==> src/rtl/skinny_sbox8_dom1_pipelined.sv <==
// SKINNY-128 8-bit sbox, first-order DOM-indep masked, LANES parallel lanes, input register + 4 gate stages.
// Defining SKINNY_SBOX8_OUT_REFRESH_EN adds a registered output refresh with rout (one extra stage).
module skinny_sbox8_dom1_pipelined #(
    parameter int LANES = 4
) (
    input  logic               clk,
    input  logic               rst,
    input  logic [8*LANES-1:0] si0,
    input  logic [8*LANES-1:0] si1,
    input  logic [8*LANES-1:0] r,
`ifdef SKINNY_SBOX8_OUT_REFRESH_EN
    input  logic [8*LANES-1:0] rout,
`endif
    input  logic               in_valid,
    output logic               in_ready,
    output logic [8*LANES-1:0] bo0,
    output logic [8*LANES-1:0] bo1,
    output logic               out_valid,
    input  logic               out_ready
);

    // Per-lane stage content: input shares, resolved intermediates, this stage's DOM gate registers, randomness.
    typedef struct packed {
        logic [7:0] b0;
        logic [7:0] b1;
        logic [7:0] a0;
        logic [7:0] a1;
        logic [7:0] g0;
        logic [7:0] g1;
        logic [7:0] t0;
        logic [7:0] t1;
        logic [7:0] r;
`ifdef SKINNY_SBOX8_OUT_REFRESH_EN
        logic [7:0] ro;
`endif
    } lane_t;

    localparam int NL = 5;
`ifdef SKINNY_SBOX8_OUT_REFRESH_EN
    localparam int NS = NL + 1;
`else
    localparam int NS = NL;
`endif

    lane_t              stg [NL][LANES];
    lane_t              nxt [NL][LANES];
    logic [NS-1:0]      vld;
    logic               stall;
    logic [8*LANES-1:0] fa0;
    logic [8*LANES-1:0] fa1;
`ifdef SKINNY_SBOX8_OUT_REFRESH_EN
    logic [8*LANES-1:0] fro;
`endif

    // Compress the gates owned by a stage (mask m) into intermediate shares and clear the gate fields.
    function automatic lane_t advance(input lane_t p, input logic [7:0] m);
        lane_t q;
        q    = p;
        q.a0 = (p.a0 & ~m) | ((p.t0 ^ p.g0) & m);
        q.a1 = (p.a1 & ~m) | ((p.t1 ^ p.g1) & m);
        q.g0 = '0;
        q.g1 = '0;
        q.t0 = '0;
        q.t1 = '0;
        return q;
    endfunction

    // Gate j computes NOR(x,y)^z; share 1 carries the complemented operands.
    function automatic lane_t dom_gate(input lane_t l, input logic [2:0] j,
                                       input logic x0, input logic x1,
                                       input logic y0, input logic y1,
                                       input logic z0, input logic z1);
        lane_t q;
        q       = l;
        q.g1[j] = (~x1 & ~y1) ^ z1;
        q.g0[j] = (x0 & y0) ^ z0;
        q.t1[j] = (~x1 & y0) ^ l.r[j];
        q.t0[j] = (~y1 & x0) ^ l.r[j];
        return q;
    endfunction

    function automatic logic [7:0] out_map(input logic [7:0] a);
        return {a[3], a[0], a[1], a[6], a[4], a[2], a[5], a[7]};
    endfunction

    always_comb begin : comb_stages
        lane_t q;
        // NOTE: every always_comb output gets a default before any conditional or partial write, so no latch is inferred.
        q   = '0;
        fa0 = '0;
        fa1 = '0;
`ifdef SKINNY_SBOX8_OUT_REFRESH_EN
        fro = '0;
`endif
        for (int k = 0; k < LANES; k++) begin
            q    = '0;
            q.b0 = si0[8*k +: 8];
            q.b1 = si1[8*k +: 8];
            q.r  = r[8*k +: 8];
`ifdef SKINNY_SBOX8_OUT_REFRESH_EN
            q.ro = rout[8*k +: 8];
`endif
            nxt[0][k] = q;

            q = advance(stg[0][k], 8'h00);
            q = dom_gate(q, 3'd0, q.b0[7], q.b1[7], q.b0[6], q.b1[6], q.b0[4], q.b1[4]);
            q = dom_gate(q, 3'd1, q.b0[3], q.b1[3], q.b0[2], q.b1[2], q.b0[0], q.b1[0]);
            q = dom_gate(q, 3'd2, q.b0[2], q.b1[2], q.b0[1], q.b1[1], q.b0[6], q.b1[6]);
            nxt[1][k] = q;

            q = advance(stg[1][k], 8'h07);
            q = dom_gate(q, 3'd3, q.a0[0], q.a1[0], q.a0[1], q.a1[1], q.b0[5], q.b1[5]);
            q = dom_gate(q, 3'd4, q.a0[1], q.a1[1], q.b0[3], q.b1[3], q.b0[1], q.b1[1]);
            nxt[2][k] = q;

            q = advance(stg[2][k], 8'h18);
            q = dom_gate(q, 3'd5, q.a0[2], q.a1[2], q.a0[3], q.a1[3], q.b0[7], q.b1[7]);
            q = dom_gate(q, 3'd6, q.a0[3], q.a1[3], q.a0[0], q.a1[0], q.b0[3], q.b1[3]);
            nxt[3][k] = q;

            q = advance(stg[3][k], 8'h60);
            q = dom_gate(q, 3'd7, q.a0[4], q.a1[4], q.a0[5], q.a1[5], q.b0[2], q.b1[2]);
            nxt[4][k] = q;

            q = advance(stg[4][k], 8'h80);
            fa0[8*k +: 8] = out_map(q.a0);
            fa1[8*k +: 8] = out_map(q.a1);
`ifdef SKINNY_SBOX8_OUT_REFRESH_EN
            fro[8*k +: 8] = q.ro;
`endif
        end
    end

    assign out_valid = vld[NS-1];
    assign stall     = out_valid & ~out_ready;
    assign in_ready  = ~stall & ~rst;

    // The whole pipe holds on stall so bubbles keep their slots; data registers load freely otherwise.
    always_ff @(posedge clk) begin
        // NOTE: sequential state uses non-blocking assignments so every register samples pre-edge values.
        if (rst) begin
            vld <= '0;
            for (int s = 0; s < NL; s++) begin
                for (int k = 0; k < LANES; k++) begin
                    stg[s][k] <= '0;
                end
            end
`ifdef SKINNY_SBOX8_OUT_REFRESH_EN
            bo0 <= '0;
            bo1 <= '0;
`endif
        end else if (!stall) begin
            vld <= {vld[NS-2:0], in_valid};
            for (int s = 0; s < NL; s++) begin
                for (int k = 0; k < LANES; k++) begin
                    stg[s][k] <= nxt[s][k];
                end
            end
`ifdef SKINNY_SBOX8_OUT_REFRESH_EN
            bo0 <= fa0 ^ fro;
            bo1 <= fa1 ^ fro;
`endif
        end
    end

`ifndef SKINNY_SBOX8_OUT_REFRESH_EN
    assign bo0 = fa0;
    assign bo1 = fa1;
`endif

endmodule

==> config.mk <==
export PLATFORM = sky130hd
export DESIGN_NAME = skinny_sbox8_dom1_pipelined
export DESIGN_NICKNAME = d
export VERILOG_FILES = /design/src/rtl/skinny_sbox8_dom1_pipelined.sv
export SDC_FILE = /design/constraint.sdc
export NUM_CORES = 1
export LEC_CHECK = 0
export BUFFER_PORTS_ARGS = -buffer_cell sky130_fd_sc_hd__buf_2
export CAP_MARGIN = 20
export CORE_MARGIN = 10
export CORE_UTILIZATION = 40
export DETAILED_ROUTE_END_ITERATION = 8
export GPL_TIMING_DRIVEN = 0
export SYNTH_ARGS = -nofsm -noshare
export SYNTH_HDL_FRONTEND = slang
export SYNTH_SLANG_ARGS = --single-unit
==> constraint.sdc <==
create_clock -name clk -period 16.8 [get_ports clk]
set_input_delay 1.68 -clock clk [delete_from_list [all_inputs] [get_ports clk]]
set_output_delay 1.68 -clock clk [all_outputs]
set_load 0.01 [all_outputs]
# Yosys cells after proc, flatten, opt, wreduce, memory -nomap -nowiden
# Memories as Yosys holds them, arrays and structs flattened.
# Index checks and enable logic that the tools add are counted.
[word_totals] in_bits=100 n_memories=1 regBits=5 out_inout_bits=66 mem_bits_rw=1440 word_cells=424
[memory_table] memory="stg" words=5 width=288 rd=5 rd_ports_with_merged_regs=0 write_ports=5 line_no="45" text="lane_t stg [NL][LANES];"
[op_classes] bitwise_logic=397 mux=25
[op_table] op="$mux W72" n=20
[op_table] op="$and A1 B1 Y1" n=130
[op_table] op="$xor A1 B1 Y1" n=128
[op_table] op="$or A7 B8 Y8" n=8
[op_table] op="$or A8 B3 Y8" n=8
[op_table] op="$or A8 B5 Y8" n=8
[op_table] op="$or A8 B7 Y8" n=8
[op_table] op="$xor A8 B8 Y8" n=8
[op_table] op="$xor A7 B7 Y7" n=8
[op_table] op="$not A1 Y1" n=55
[op_table] op="$xor A5 B5 Y5" n=8
[op_table] op="$xor A3 B3 Y3" n=8
[op_table] op="$or A1 B1 Y1" n=20
[op_table] op="$mux W1" n=5

# Longest topological paths before layout
# An unclocked memory read counts as a cell.
[logic_depth] word_depth=7 mapped_depth=5

# Worst setup path after synthesis
# OpenSTA, ideal clock, no wires.
[synth_path] kind="in2reg" from="in out_ready" to="mem stg[0][0] (netlist name) (enable)" arrival_ns=10.910 required_ns=15.999 cell_stages=5 slack_ns=5.089 path_cell_list="nand2b_2 > buf_6 > buf_2 > nor2_4 > inv_1"
[synth_rtl] element="start, declared" line_no="19" text="input logic out_ready"
[synth_rtl] element="end, declared" line_no="45"

# Worst setup path in the final report
[layout_path] from="in out_ready" to="out in_ready"
[layout_between] elab_chain_cells=4
[layout_rtl] element="$not A1 Y1" line_no="135" text="assign stall = out_valid & ~out_ready;"
[layout_rtl] element="$and A1 B1 Y1" line_no="135"
[layout_rtl] element="$not A1 Y1" line_no="136" text="assign in_ready = ~stall & ~rst;"
[layout_rtl] element="$and A1 B1 Y1" line_no="136"
[layout_rtl] element="end, declared" line_no="15" text="output logic in_ready,"
# No other way between the ends.

==> metrics <==
fillers 4,223; row cnt 80; # H-tree levels 2; register area share after synthesis 70.59%; grt total ovfl 0; RePlAce Congestion 0.8120; Max Cap Viol 0; layout cells sized above 1 19.79%; Die ar. 57,620 sq um; CTS root buffer clkbuf_16; commonest cells after routing, fill and taps aside 452 x edfxtp_1, 259 x and3_1, 189 x buf_2; first-pass GRT wire length 68,770 microns; CTS tree yes; total CTS buffers 47; Setup Viol. Count Final 0; hold buffer count at cts 0; Hold/Removal Path Class reg2reg; largest delay contributor family on the critical path buffers and inverters; Routed Antenna Nets 0; FMAX 239.0 MHz; Slew @ Worst Pin 1.027 ns; vias per cell 4.955; Synth Instances 1,403; layout net count 1,720; most common cell after layout, fill and taps aside edfxtp_1; Die Ht 240.1 microns; synthesis-to-layout area growth 16.71%; initial antenna violation count 0; chip width 240.1 microns; maximum vdd ir drop 0.06946 mV; Synth Cell Area 19,370 sq um; postcts setup bufs 0; Mapped Avg Cell Area 13.81 sq um; dpl cells 2,186; final worst path period share 24.90%; PD cells 116.5 nW/um^2; clock latency on the worst-skew pair 0.58 ns; clk sinks 457; final instance count without filler cells 2,272; Initial Utilization 40.48%; routed wire length 46,290 microns; vias in the first global route 11,150; Fin Clk Skew 0.01553 ns; status completed; I/O Buffers 165; Unique masters post-synth 28; final hold vios 0; DRC violations left 0; critical path endpoint category output port; relative slew slack 31.56%; Synth warnings 0; Synth Net Count 1,503; fin. max-slew vios 0; drt first pass iters 5; DR iter-0 viols 1,062; Required @ worst endpoint 15.12 ns; Buf+Inv Stages, Crit Path 3; global-route usage over all layers 15.87%; largest net degree at the start of global routing 145; cell chain of the critical path buf_2, nand2b_2, nand2_2, inv_2, buf_2; Final min period 4.183 ns; Worst setup SP type input pin; WS Path Type in2out; final core occ 47.24%; Max Root-Sink Buffers 3; Hold WS 0.4775 ns; worst-path fanout max 9; Most common cell on crit path buf_2; core area 47,850 sq um; setup TNS 0 ns; flops & latches, synth 457; unrepaired setup endpoints after global routing no; n_diodes 0; P_leak 10.05 nW; CP max stage delay 0.21 ns; WP data arrival 2.50 ns; Clock Pin Slew Worst Setup and Hold Paths 0.06 ns; Routed wire per std cell 20.37 microns; slowest stage cell on the critical path inv_2; post-CTS sizing 0; I/O pin cnt 166; routed vias 11,260; dpl hpwl 32,720 microns
==> worst reg2reg max path: cells and delay by family (launching register included) <==
| kind | cells | cell delay [ns] |
|---|---|---|
| AND/OR/NAND/NOR | 2 | 0.29 |
| buffers and inverters | 5 | 1.97 |
| flip-flops | 1 | 0.33 |
==> area by class of cell <==
| class | instances | area, sq um | share of cell area [%] |
|---|---|---|---|
| flip-flops and latches | 457 | 13670 | 60.49 |
| multi-input cells | 782 | 4821 | 21.33 |
| clock buffers | 57 | 1256 | 5.557 |
| repair buffers | 168 | 908.4 | 4.019 |
| plain buffers | 138 | 777.0 | 3.437 |
| well taps | 615 | 769.5 | 3.404 |
| clock inverters | 29 | 294.0 | 1.301 |
| inverters | 26 | 105.1 | 0.4650 |
==> cell usage after synthesis <==
cell type / instances / area [sq um]
nand2_1: 16 / 60.06
a21boi_0: 4 / 30.03
nor2_1: 161 / 604.3
edfxtp_1: 452 / 13570
inv_1: 24 / 90.09
buf_4: 59 / 442.9
buf_6: 1 / 11.26
a21o_1: 1 / 7.510
dfxtp_1: 5 / 100.1
a21oi_1: 36 / 180.2
nand3b_1: 17 / 127.6
xnor2_1: 82 / 718.2
o21a_1: 4 / 30.03
xor2_1: 32 / 280.3
nand3_1: 23 / 115.1
nand2_2: 1 / 6.260
inv_2: 2 / 7.510
a22o_1: 4 / 35.03
or3_1: 36 / 225.2
nor3b_1: 4 / 30.03
nand2b_2: 1 / 8.760
nor2b_1: 24 / 150.1
o21ai_0: 36 / 180.2
buf_2: 24 / 120.1
nor2_4: 1 / 11.26
mux2i_1: 40 / 400.4
clkbuf_1: 54 / 202.7
and3_1: 259 / 1620
==> flip-flops by register name (all words and copies together) (netlist names) <==
signal and cells:
stg 452, vld 5
==> report_power, final <==
group	total [mW]	switching (mW)	leakage, nW	internal, mW
clock	1.05	0.428	0.762	0.624
combinational	0.212	0.116	3.87	0.0961
sequential	1.37	0.0365	5.42	1.33
==> kinds of logic (layout without fill, tap and decap cells) <==
logic type | after synthesis | count (layout) | synth area share [%]
AOI/OAI and AO/OA | 85 | 85 | 2.390
xor gates and xnor gates | 114 | 114 | 5.155
buffers and inverters | 164 | 418 | 4.516
DFF | 457 | 457 | 70.59
muxes | 40 | 40 | 2.067
and+or+nand+nor | 543 | 543 | 15.28
==> per-layer routing <==
metal	vias up	wire length (microns)	track usage, %
li1	5473	-	-
met5	-	0	0
met4	0	1237	5.176
met1	5338	20860	21.72
met2	375	21300	24.96
met3	71	2887	3.114
==> path summary, 6_finish.rpt <==
check | from | end | slack [ns] | depth (start not counted)
min | vld[3] | vld[4] | 0.48 | 1
min reg2reg | vld[3] | vld[4] | 0.48 | 1
max | out_ready | in_ready | 12.62 | 5
max reg2reg | vld[4] | stg[0][136] | 13.70 | 7
==> metrics by stage <==
stage,setup slack [ns],cell area (sq um),power [mW]
after floorplan,5.089,19370,1.523
after global placement,1.389,20960,1.607
after detailed placement,12.25,21050,1.609
after CTS,12.61,22600,2.658
after global routing,12.56,22600,2.731
final,12.62,22600,2.634
Note: power is estimated with default switching activity, not from simulation.
